File: src/rtl/atmo_light_frame_est_pkg.sv
// atmo_light_frame_est_pkg: shared packing helpers, reciprocal saturation limit and pipeline stage edges
package atmo_light_frame_est_pkg;
  localparam int S1_EDGE = 1;
  localparam int S2_EDGE = 2;
  localparam int S3_EDGE = 3;
  function automatic int pix_lsb(input int c, input int k, input int win, input int dw);
    return (c * win + k) * dw;
  endfunction
  function automatic int inv_max(input int w);
    return (1 << w) - 1;
  endfunction
endpackage

File: src/rtl/atmo_light_frame_est_if.sv
// atmo_light_frame_est_if: window beat stream in (valid/sof/eof/pix/smooth_en), committed A/invA/dark_max out
interface atmo_light_frame_est_if #(
  parameter int DATA_W = 8,
  parameter int NCH = 3,
  parameter int WIN = 9,
  parameter int INV_W = 9
);
  logic in_valid;
  logic in_sof;
  logic in_eof;
  logic [NCH*WIN*DATA_W-1:0] in_pix;
  logic smooth_en;
  logic out_valid;
  logic [NCH*DATA_W-1:0] A;
  logic [NCH*INV_W-1:0] invA;
  logic [DATA_W-1:0] dark_max;
  modport master (
    output in_valid, in_sof, in_eof, in_pix, smooth_en,
    input out_valid, A, invA, dark_max
  );
  modport slave (
    input in_valid, in_sof, in_eof, in_pix, smooth_en,
    output out_valid, A, invA, dark_max
  );
endinterface

File: src/rtl/atmo_light_frame_est_recip.sv
// atmo_recip_lut: combinational i_a -> o_inv = min(2^INV_W-1, floor(2^INV_SHIFT/i_a)), o_inv saturated for i_a=0
module atmo_recip_lut
  import atmo_light_frame_est_pkg::*;
#(
  parameter int DATA_W = 8,
  parameter int INV_W = 9,
  parameter int INV_SHIFT = 16
) (
  input  logic [DATA_W-1:0] i_a,
  output logic [INV_W-1:0]  o_inv
);
  function automatic logic [(2**DATA_W)*INV_W-1:0] build_lut();
    logic [(2**DATA_W)*INV_W-1:0] t;
    longint q;
    t = '0;
    for (int a = 0; a < 2**DATA_W; a++) begin
      q = (a == 0) ? longint'(inv_max(INV_W)) : (longint'(1) << INV_SHIFT) / longint'(a);
      if (q > longint'(inv_max(INV_W))) q = longint'(inv_max(INV_W));
      t[a*INV_W +: INV_W] = q[INV_W-1:0];
    end
    return t;
  endfunction
  localparam logic [(2**DATA_W)*INV_W-1:0] LUT = build_lut();
  assign o_inv = LUT[int'(i_a)*INV_W +: INV_W];
endmodule

File: src/rtl/atmo_light_frame_est.sv
// atmo_light_frame_est: per-frame brightest dark-channel pixel -> A/invA/dark_max (clk, rst, io_bus slave)
module atmo_light_frame_est
  import atmo_light_frame_est_pkg::*;
#(
  parameter int DATA_W = 8,
  parameter int NCH = 3,
  parameter int WIN = 9,
  parameter int INV_W = 9,
  parameter int INV_SHIFT = 16
) (
  input logic clk,
  input logic rst,
  atmo_light_frame_est_if.slave io_bus
);
  logic [NCH-1:0][DATA_W-1:0] w_min, r_s1_min, r_cand, r_s3_cand, w_cand, w_a_new, r_a;
  logic [NCH-1:0][INV_W-1:0] w_inv, r_inv;
  logic [DATA_W-1:0] w_dark, w_nd, r_dark, r_s3_dark, r_dmax;
  logic r_s1_v, r_s1_sof, r_s1_eof, r_open, r_s3_v, r_ov, r_have_prev, w_take, w_smooth;
  genvar c, k;
  for (c = 0; c < NCH; c++) begin : g_ch
    logic [WIN-1:0][DATA_W-1:0] w_red;
    for (k = 0; k < WIN; k++) begin : g_tap
      logic [DATA_W-1:0] w_tap;
      assign w_tap = io_bus.in_pix[pix_lsb(c, k, WIN, DATA_W) +: DATA_W];
      if (k == 0) begin : g_first
        assign w_red[k] = w_tap;
      end else begin : g_rest
        assign w_red[k] = (w_tap < w_red[k-1]) ? w_tap : w_red[k-1];
      end
    end
    assign w_min[c] = w_red[WIN-1];
  end
  always_ff @(posedge clk) begin
    if (rst) begin
      r_s1_v <= 1'b0;
      r_s1_sof <= 1'b0;
      r_s1_eof <= 1'b0;
      r_s1_min <= '0;
    end else begin
      r_s1_v <= io_bus.in_valid;
      r_s1_sof <= io_bus.in_valid & io_bus.in_sof;
      r_s1_eof <= io_bus.in_valid & io_bus.in_eof;
      r_s1_min <= w_min;
    end
  end
  always_comb begin
    w_dark = r_s1_min[0];
    for (int i = 1; i < NCH; i++) w_dark = (r_s1_min[i] < w_dark) ? r_s1_min[i] : w_dark;
    w_take = !r_open | r_s1_sof | (w_dark > r_dark);
    w_nd = w_take ? w_dark : r_dark;
    w_cand = w_take ? r_s1_min : r_cand;
  end
  // The final candidate is snapshotted when EOF leaves S2, so a following frame may start immediately.
  always_ff @(posedge clk) begin
    if (rst) begin
      r_open <= 1'b0;
      r_dark <= '0;
      r_cand <= '0;
      r_s3_v <= 1'b0;
      r_s3_dark <= '0;
      r_s3_cand <= '0;
    end else begin
      r_s3_v <= r_s1_v & r_s1_eof;
      if (r_s1_v) begin
        r_open <= !r_s1_eof;
        r_dark <= w_nd;
        r_cand <= w_cand;
        r_s3_dark <= w_nd;
        r_s3_cand <= w_cand;
      end
    end
  end
  assign w_smooth = io_bus.smooth_en & r_have_prev;
  for (c = 0; c < NCH; c++) begin : g_s3
    assign w_a_new[c] = w_smooth
      ? DATA_W'((({2'b0, r_a[c]} << 1) + {2'b0, r_a[c]} + {2'b0, r_s3_cand[c]} + (DATA_W+2)'(2)) >> 2)
      : r_s3_cand[c];
    atmo_recip_lut #(.DATA_W(DATA_W), .INV_W(INV_W), .INV_SHIFT(INV_SHIFT)) u_recip (
      .i_a(w_a_new[c]),
      .o_inv(w_inv[c])
    );
  end
  always_ff @(posedge clk) begin
    if (rst) begin
      r_ov <= 1'b0;
      r_a <= '0;
      r_inv <= '0;
      r_dmax <= '0;
      r_have_prev <= 1'b0;
    end else begin
      r_ov <= r_s3_v;
      if (r_s3_v) begin
        r_a <= w_a_new;
        r_inv <= w_inv;
        r_dmax <= r_s3_dark;
        r_have_prev <= 1'b1;
      end
    end
  end
  assign io_bus.out_valid = r_ov;
  assign io_bus.A = r_a;
  assign io_bus.invA = r_inv;
  assign io_bus.dark_max = r_dmax;
endmodule

File: src/flat_wrapper.sv
// flat-port wrapper written by rule: the top's interface ports become plain ports
module atmo_light_frame_est_flat import atmo_light_frame_est_pkg::*;
#(
  parameter int DATA_W = 8,
  parameter int NCH = 3,
  parameter int WIN = 9,
  parameter int INV_W = 9,
  parameter int INV_SHIFT = 16
)
  (clk, rst, io_bus_in_valid, io_bus_in_sof, io_bus_in_eof, io_bus_in_pix, io_bus_smooth_en, io_bus_out_valid, io_bus_A, io_bus_invA, io_bus_dark_max);
  atmo_light_frame_est_if #(.DATA_W(DATA_W), .NCH(NCH), .WIN(WIN), .INV_W(INV_W)) io_bus_i ();
  input logic clk;
  input logic rst;
  input wire logic [$bits(io_bus_i.in_valid)-1:0] io_bus_in_valid;
  input wire logic [$bits(io_bus_i.in_sof)-1:0] io_bus_in_sof;
  input wire logic [$bits(io_bus_i.in_eof)-1:0] io_bus_in_eof;
  input wire logic [$bits(io_bus_i.in_pix)-1:0] io_bus_in_pix;
  input wire logic [$bits(io_bus_i.smooth_en)-1:0] io_bus_smooth_en;
  output wire logic [$bits(io_bus_i.out_valid)-1:0] io_bus_out_valid;
  output wire logic [$bits(io_bus_i.A)-1:0] io_bus_A;
  output wire logic [$bits(io_bus_i.invA)-1:0] io_bus_invA;
  output wire logic [$bits(io_bus_i.dark_max)-1:0] io_bus_dark_max;
  assign io_bus_i.in_valid = io_bus_in_valid;
  assign io_bus_i.in_sof = io_bus_in_sof;
  assign io_bus_i.in_eof = io_bus_in_eof;
  assign io_bus_i.in_pix = io_bus_in_pix;
  assign io_bus_i.smooth_en = io_bus_smooth_en;
  assign io_bus_out_valid = io_bus_i.out_valid;
  assign io_bus_A = io_bus_i.A;
  assign io_bus_invA = io_bus_i.invA;
  assign io_bus_dark_max = io_bus_i.dark_max;
  atmo_light_frame_est #(.DATA_W(DATA_W), .NCH(NCH), .WIN(WIN), .INV_W(INV_W), .INV_SHIFT(INV_SHIFT)) u_core (.clk(clk), .rst(rst), .io_bus(io_bus_i));
endmodule
File: config.mk
export PLATFORM = sky130hd
export DESIGN_NAME = atmo_light_frame_est_flat
export DESIGN_NICKNAME = d
export VERILOG_FILES = /design/src/rtl/atmo_light_frame_est_pkg.sv /design/src/rtl/atmo_light_frame_est_if.sv /design/src/rtl/atmo_light_frame_est_recip.sv /design/src/rtl/atmo_light_frame_est.sv /design/src/flat_wrapper.sv
export SDC_FILE = /design/constraint.sdc
export NUM_CORES = 1
export LEC_CHECK = 0
export CAP_MARGIN = 0
export CORE_AREA = 2 2 227 229
export CTS_BUF_LIST = sky130_fd_sc_hd__clkbuf_2
export CTS_CLUSTER_DIAMETER = 80
export DETAILED_ROUTE_END_ITERATION = 10
export DIE_AREA = 0 0 229 231
export HOLD_SLACK_MARGIN = 0.12
export PLACE_DENSITY_LB_ADDON = 0.12
export SYNTH_ARGS = -nofsm -noshare
export SYNTH_HDL_FRONTEND = slang
export SYNTH_HIERARCHICAL = 1
export SYNTH_SLANG_ARGS = --single-unit
export TNS_END_PERCENT = 20
File: constraint.sdc
create_clock -name clk -period 23 [get_ports clk]
set_clock_uncertainty 0.15 [all_clocks]
set_input_delay 4.6 -clock clk [delete_from_list [all_inputs] [get_ports clk]]
set_output_delay 4.6 -clock clk [all_outputs]
set_load 0.02 [all_outputs]
After elaboration in Yosys (flattened, before gate mapping)
Index checks and enable logic that the tools add are counted.

Register bits after elaboration: 122. Bits of input ports: 222.

Add/sub/neg operators: 9. Multipliers: 3. Order comparisons: 27. Shifts and indexed selects: 3. Muxes and demuxes: 29. Bitwise logic cells: 6. Reduce and logical (&&, ||, !) cells: 3.

Operator list (count): indexed part select 2304 x 32 -> 9 bit (first input constant) (3); two-way mux 8 bit (29); less-than comparator 8 bit (26); multiplier 8 x 4 -> 12 bit (second input constant) (3); adder 10 x 2 -> 10 bit (second input constant) (3); adder 10 x 8 -> 10 bit (3); adder 9 x 8 -> 10 bit (3); > comparator 8 bit (1); bitwise AND 1 bit (4); logical NOT 1 bit (2); OR 1 bit (2); AND reduction 2 bit (1).

Depth between registers and ports, before layout
Depth in word-level cells: 16. Gate-level depth with buffers: 79.

Modules after synthesis
The synthesis kept the hierarchy.

By module, submodules not included: atmo_light_frame_est (instances 1, cells each 1761, area each 13756.9 um^2, sequential area each 2442.3 um^2); atmo_recip_lut (instances 3, cells each 184, area each 1248.7 um^2, sequential area each 0.0 um^2).

Worst setup path after synthesis
No wires, ideal clock.

Path type: in2reg. From: input port io_bus_in_pix[75]. To: register u_core/r_s1_min[11] (netlist bit). Data arrival time: 17.732 ns. Data required time: 22.730 ns. Path slack: 4.998 ns. Cell stages on the path: 75. Buffers on the path: 9. Cells stage by stage: inv_1 -> ha_1 -> a21oi_1 -> o21a_1 -> o21a_2 -> clkbuf_1 -> nor2_1 -> a21oi_1 -> ha_1 -> and4_1 -> and2_1 -> and3_1 -> o2111ai_1 -> o311ai_1 -> or3_1 -> buf_2 -> buf_1 -> a21oi_1 -> [... 39 more ...] -> nor2b_1 -> o21ai_0 -> nand2b_1 -> a21o_1 -> a211o_1 -> buf_2 -> a22o_1 -> ha_1 -> a21o_1 -> a21oi_1 -> nor2_1 -> nor2_1 -> nand2_1 -> clkbuf_1 -> nor3_1 -> inv_1 -> o211ai_1 -> a21oi_1.

Cells in the longest elaborated chain, start to end: 16.

Ends and longest elaborated chain: start, declared (line flat_wrapper.sv:17) `input wire logic [$bits(io_bus_i.in_pix)-1:0] io_bus_in_pix;`; less-than comparator 8 bit (line atmo_light_frame_est.sv:28) `assign w_red[k] = (w_tap < w_red[k-1]) ? w_tap : w_red[k-1];`; two-way mux 8 bit * (line atmo_light_frame_est.sv:28); less-than comparator 8 bit (line atmo_light_frame_est.sv:28); two-way mux 8 bit * (line atmo_light_frame_est.sv:28); less-than comparator 8 bit (line atmo_light_frame_est.sv:28); two-way mux 8 bit * (line atmo_light_frame_est.sv:28); less-than comparator 8 bit (line atmo_light_frame_est.sv:28); two-way mux 8 bit * (line atmo_light_frame_est.sv:28); less-than comparator 8 bit (line atmo_light_frame_est.sv:28); two-way mux 8 bit * (line atmo_light_frame_est.sv:28); less-than comparator 8 bit (line atmo_light_frame_est.sv:28); two-way mux 8 bit * (line atmo_light_frame_est.sv:28); less-than comparator 8 bit (line atmo_light_frame_est.sv:28); two-way mux 8 bit * (line atmo_light_frame_est.sv:28); less-than comparator 8 bit (line atmo_light_frame_est.sv:28); two-way mux 8 bit * (line atmo_light_frame_est.sv:28); end signal, assigned (line atmo_light_frame_est.sv:43) `r_s1_min <= w_min;`; end, declared (line atmo_light_frame_est.sv:15) `logic [NCH-1:0][DATA_W-1:0] w_min, r_s1_min, r_cand, r_s3_cand, w_cand, w_a_new, r_a;`.

Mark *: on every way between the ends. The rest lies on a longest branch, timed or not. A chain may end at the register's enable or synchronous reset.

Final worst setup path
From: input port io_bus_in_pix[149]. To: register u_core/r_s1_min[16] (netlist bit).

Same word-level chain as after synthesis.

==> metrics <==
Nets=roughly 3.0k; Arr. time, crit path=between 20 and 25 ns; area of the multi-input gates=roughly 0.014 sq mm; Initial Util=around 35%; setup ws final=approximately 3.2 ns; most common cell after layout, fill and taps aside=clkdlybuf4s50_1; std cell rows=83; RePlAce Congestion=approximately 0.88; EDFF count, synth=0; clk_lat worst skew=about 0.75 ns; uppermost routed layer=met4; TritonCTS Buffers=17; DRT iter0 DRCs=approximately 1.1k; RSZ-0062 raised after global routing=false; post-synthesis sequential area ratio=approximately 14%; drt pass-1 iters=5; Port Buf Inserts=about 280; Leak=slightly below 9 nW; clk slew on worst S/H paths=between 0.2 and 0.25 ns; cells after synthesis=around 2.3k; status=complete, no violations; Max Buffers Root-to-Sink=2; Yosys cell types=102; Core ar.=roughly 0.051 sq mm; Max Cap Viol=0; Post-Synthesis Mean Instance Area=about 7.6 sq um; P&R area growth vs syn=19.3%; Seq cells post-synth=between 100 and 150; metal3 WL=2.20 mm; routed wire length=between 50 and 60 mm; Hold Vio Cnt, Final=0; Final min period=around 20 ns; VDD IR-drop max=approximately 0.00005 V; Cell Area, Synth=between 0.015 and 0.02 sq mm; crit path launch type=input port; Final ANT Viol Nets=0; crit-path max cell delay=roughly 0.94 ns; CTS tree=yes; GRT Total Usage=about a fifth; Worst path slowest cell=a211oi_1; HP Class=flip-flop to flip-flop; most frequent cells in the layout=280 x clkdlybuf4s50_1, 223 x nand2_1, 211 x ha_1, 196 x nor2_1, 192 x a21oi_1; period utilization=86.2%; number of global-route vias before repair=about 17k; fmax=about 50 MHz; fillers=between 5k and 6k; routed len/inst=16.5 um; io pins=282; dpl ws=2.46 ns; Final Max Slew Viols=0; initial antenna violation count=3; Die Height=roughly 230 um; post-layout util=41.2%; Most used DFF post-synth=dfxtp_1; DR vias/cell=roughly 5.4; slew margin rel.=around a fifth; critical path type=input port to flip-flop; die width=around 230 um; first-pass GRT wire length=85.6 mm; R2R Setup Slk=roughly 16 ns; Setup Buffers After CTS=0; DR vias=around 17k; post-cts gate resize count=0; clock sinks=122; yosys warns=6; full die area=around 0.053 sq mm; WL met1=roughly 25 mm; CTS root buf=clkbuf_2; gr ovfl total=0; DRC=0; sequential cell area=~0.0024 sq mm; dpl hpwl=41.9 mm; final setup vio count=0; crit path max fanout=16; routed length on met2=between 20 and 25 mm; Required @ worst endpoint=~23 ns; CP endpoint kind=flip-flop; Post-synth ARST share=0%; CP most frequent cell=a21o_1; power per cell area=between 80 and 90 mW/mm^2; H-tree level count=4; pin count of the biggest net entering global routing=100; Worst Tran Pin Value=~1.2 ns; setup_tns=0 ns; hold_buf cts=0; share of layout cells above drive strength 1=~6.8%; Syn Nets=~2.8k
## through the flow
stage | hold slack (ns) | power [mW] | area (sq um) | instances
finish | 0.274 | 1.70 | 20900 | 3202
global route | 0.269 | 1.88 | 20900 | 3202
CTS | 0.260 | 1.70 | 20900 | 3199
detailed placement | 0.272 | 1.55 | 20700 | 3167
global placement | 0.266 | 1.52 | 20700 | 3167
floorplan | 0.258 | 1.27 | 17500 | 2313
## synth_stat cells (all sizes together) (46+ instances only)
cell    instances  area [sq um]
a21o           53           398
mux2           46           522
mux2i         132          1330
dfxtp         122          2440
a21oi         196          1000
nor3           55           275
ha            211          2640
nand3          46           235
inv           184           691
nor2b          52           333
nand2         224           841
o21ai         138           698
buf            76           573
clkbuf         48           180
nor2          200           781
## per-layer routing
metal	vias to the layer above	GRT usage, %
met4	0	3.84
met1	8114	26.4
met5	-	0
li1	8808	-
met2	399	32.8
met3	27	2.29
## final timing paths
check | from | to | cells after the start
setup reg to reg | u_core/r_s1_min[1] | u_core/r_s3_dark[0] | 32
setup / recovery | io_bus_in_pix[149] | u_core/r_s1_min[16] | 69
hold reg to reg | u_core/r_s1_eof | u_core/r_open | 1
hold / removal | u_core/r_s1_eof | u_core/r_open | 1
## cell families (layout without fill, tap and decap cells)
group	Yosys count	after routing	share of synthesized area [%]
DFF	122	122	14.0
AOI/OAI and AO/OA	708	708	27.4
buffers and inverters	308	514	8.25
and+or+nand+nor	725	725	19.9
other	3	6	0.0643
adders and majority gates	245	245	18.1
muxes	184	184	11.4
xor gates and xnor gates	18	18	1.03
## registers in the layout, summed over array words and instances, names as in the netlist, 8 cells and up
signal and count:
u_core/r_s1_min 24, u_core/io_bus.invA 27, u_core/io_bus.A 24, u_core/r_s3_dark 8
u_core/r_s3_cand 24, u_core/io_bus.dark_max 8
## report_power, final
part | total (mW) | switching, mW | leakage [nW] | internal [mW]
Clock | 0.138 | 0.105 | 0.126 | 0.0324
Combinational | 1.28 | 0.741 | 7.64 | 0.541
Sequential | 0.276 | 0.0318 | 0.994 | 0.244
## layout make-up
type                            instances  area share, %
Tap cell                              680           4.07
Inverter                              184           3.31
Timing Repair Buffer                  298           14.1
Antenna cell                            3         0.0359
Multi-Input combinational cell       1883           65.8
Clock buffer                           17          0.407
Clock inverter                         15          0.623
Sequential cell                       122           11.7
## critical path, delay by kind of cell
family          cells  cell delay, ns
compound gates     33            8.06
simple gates       17            3.14
buf+inv             8            1.38
fa+ha+maj           8            2.35
mux                 3            0.72
No activity file was read; power rests on OpenSTA's default activity.
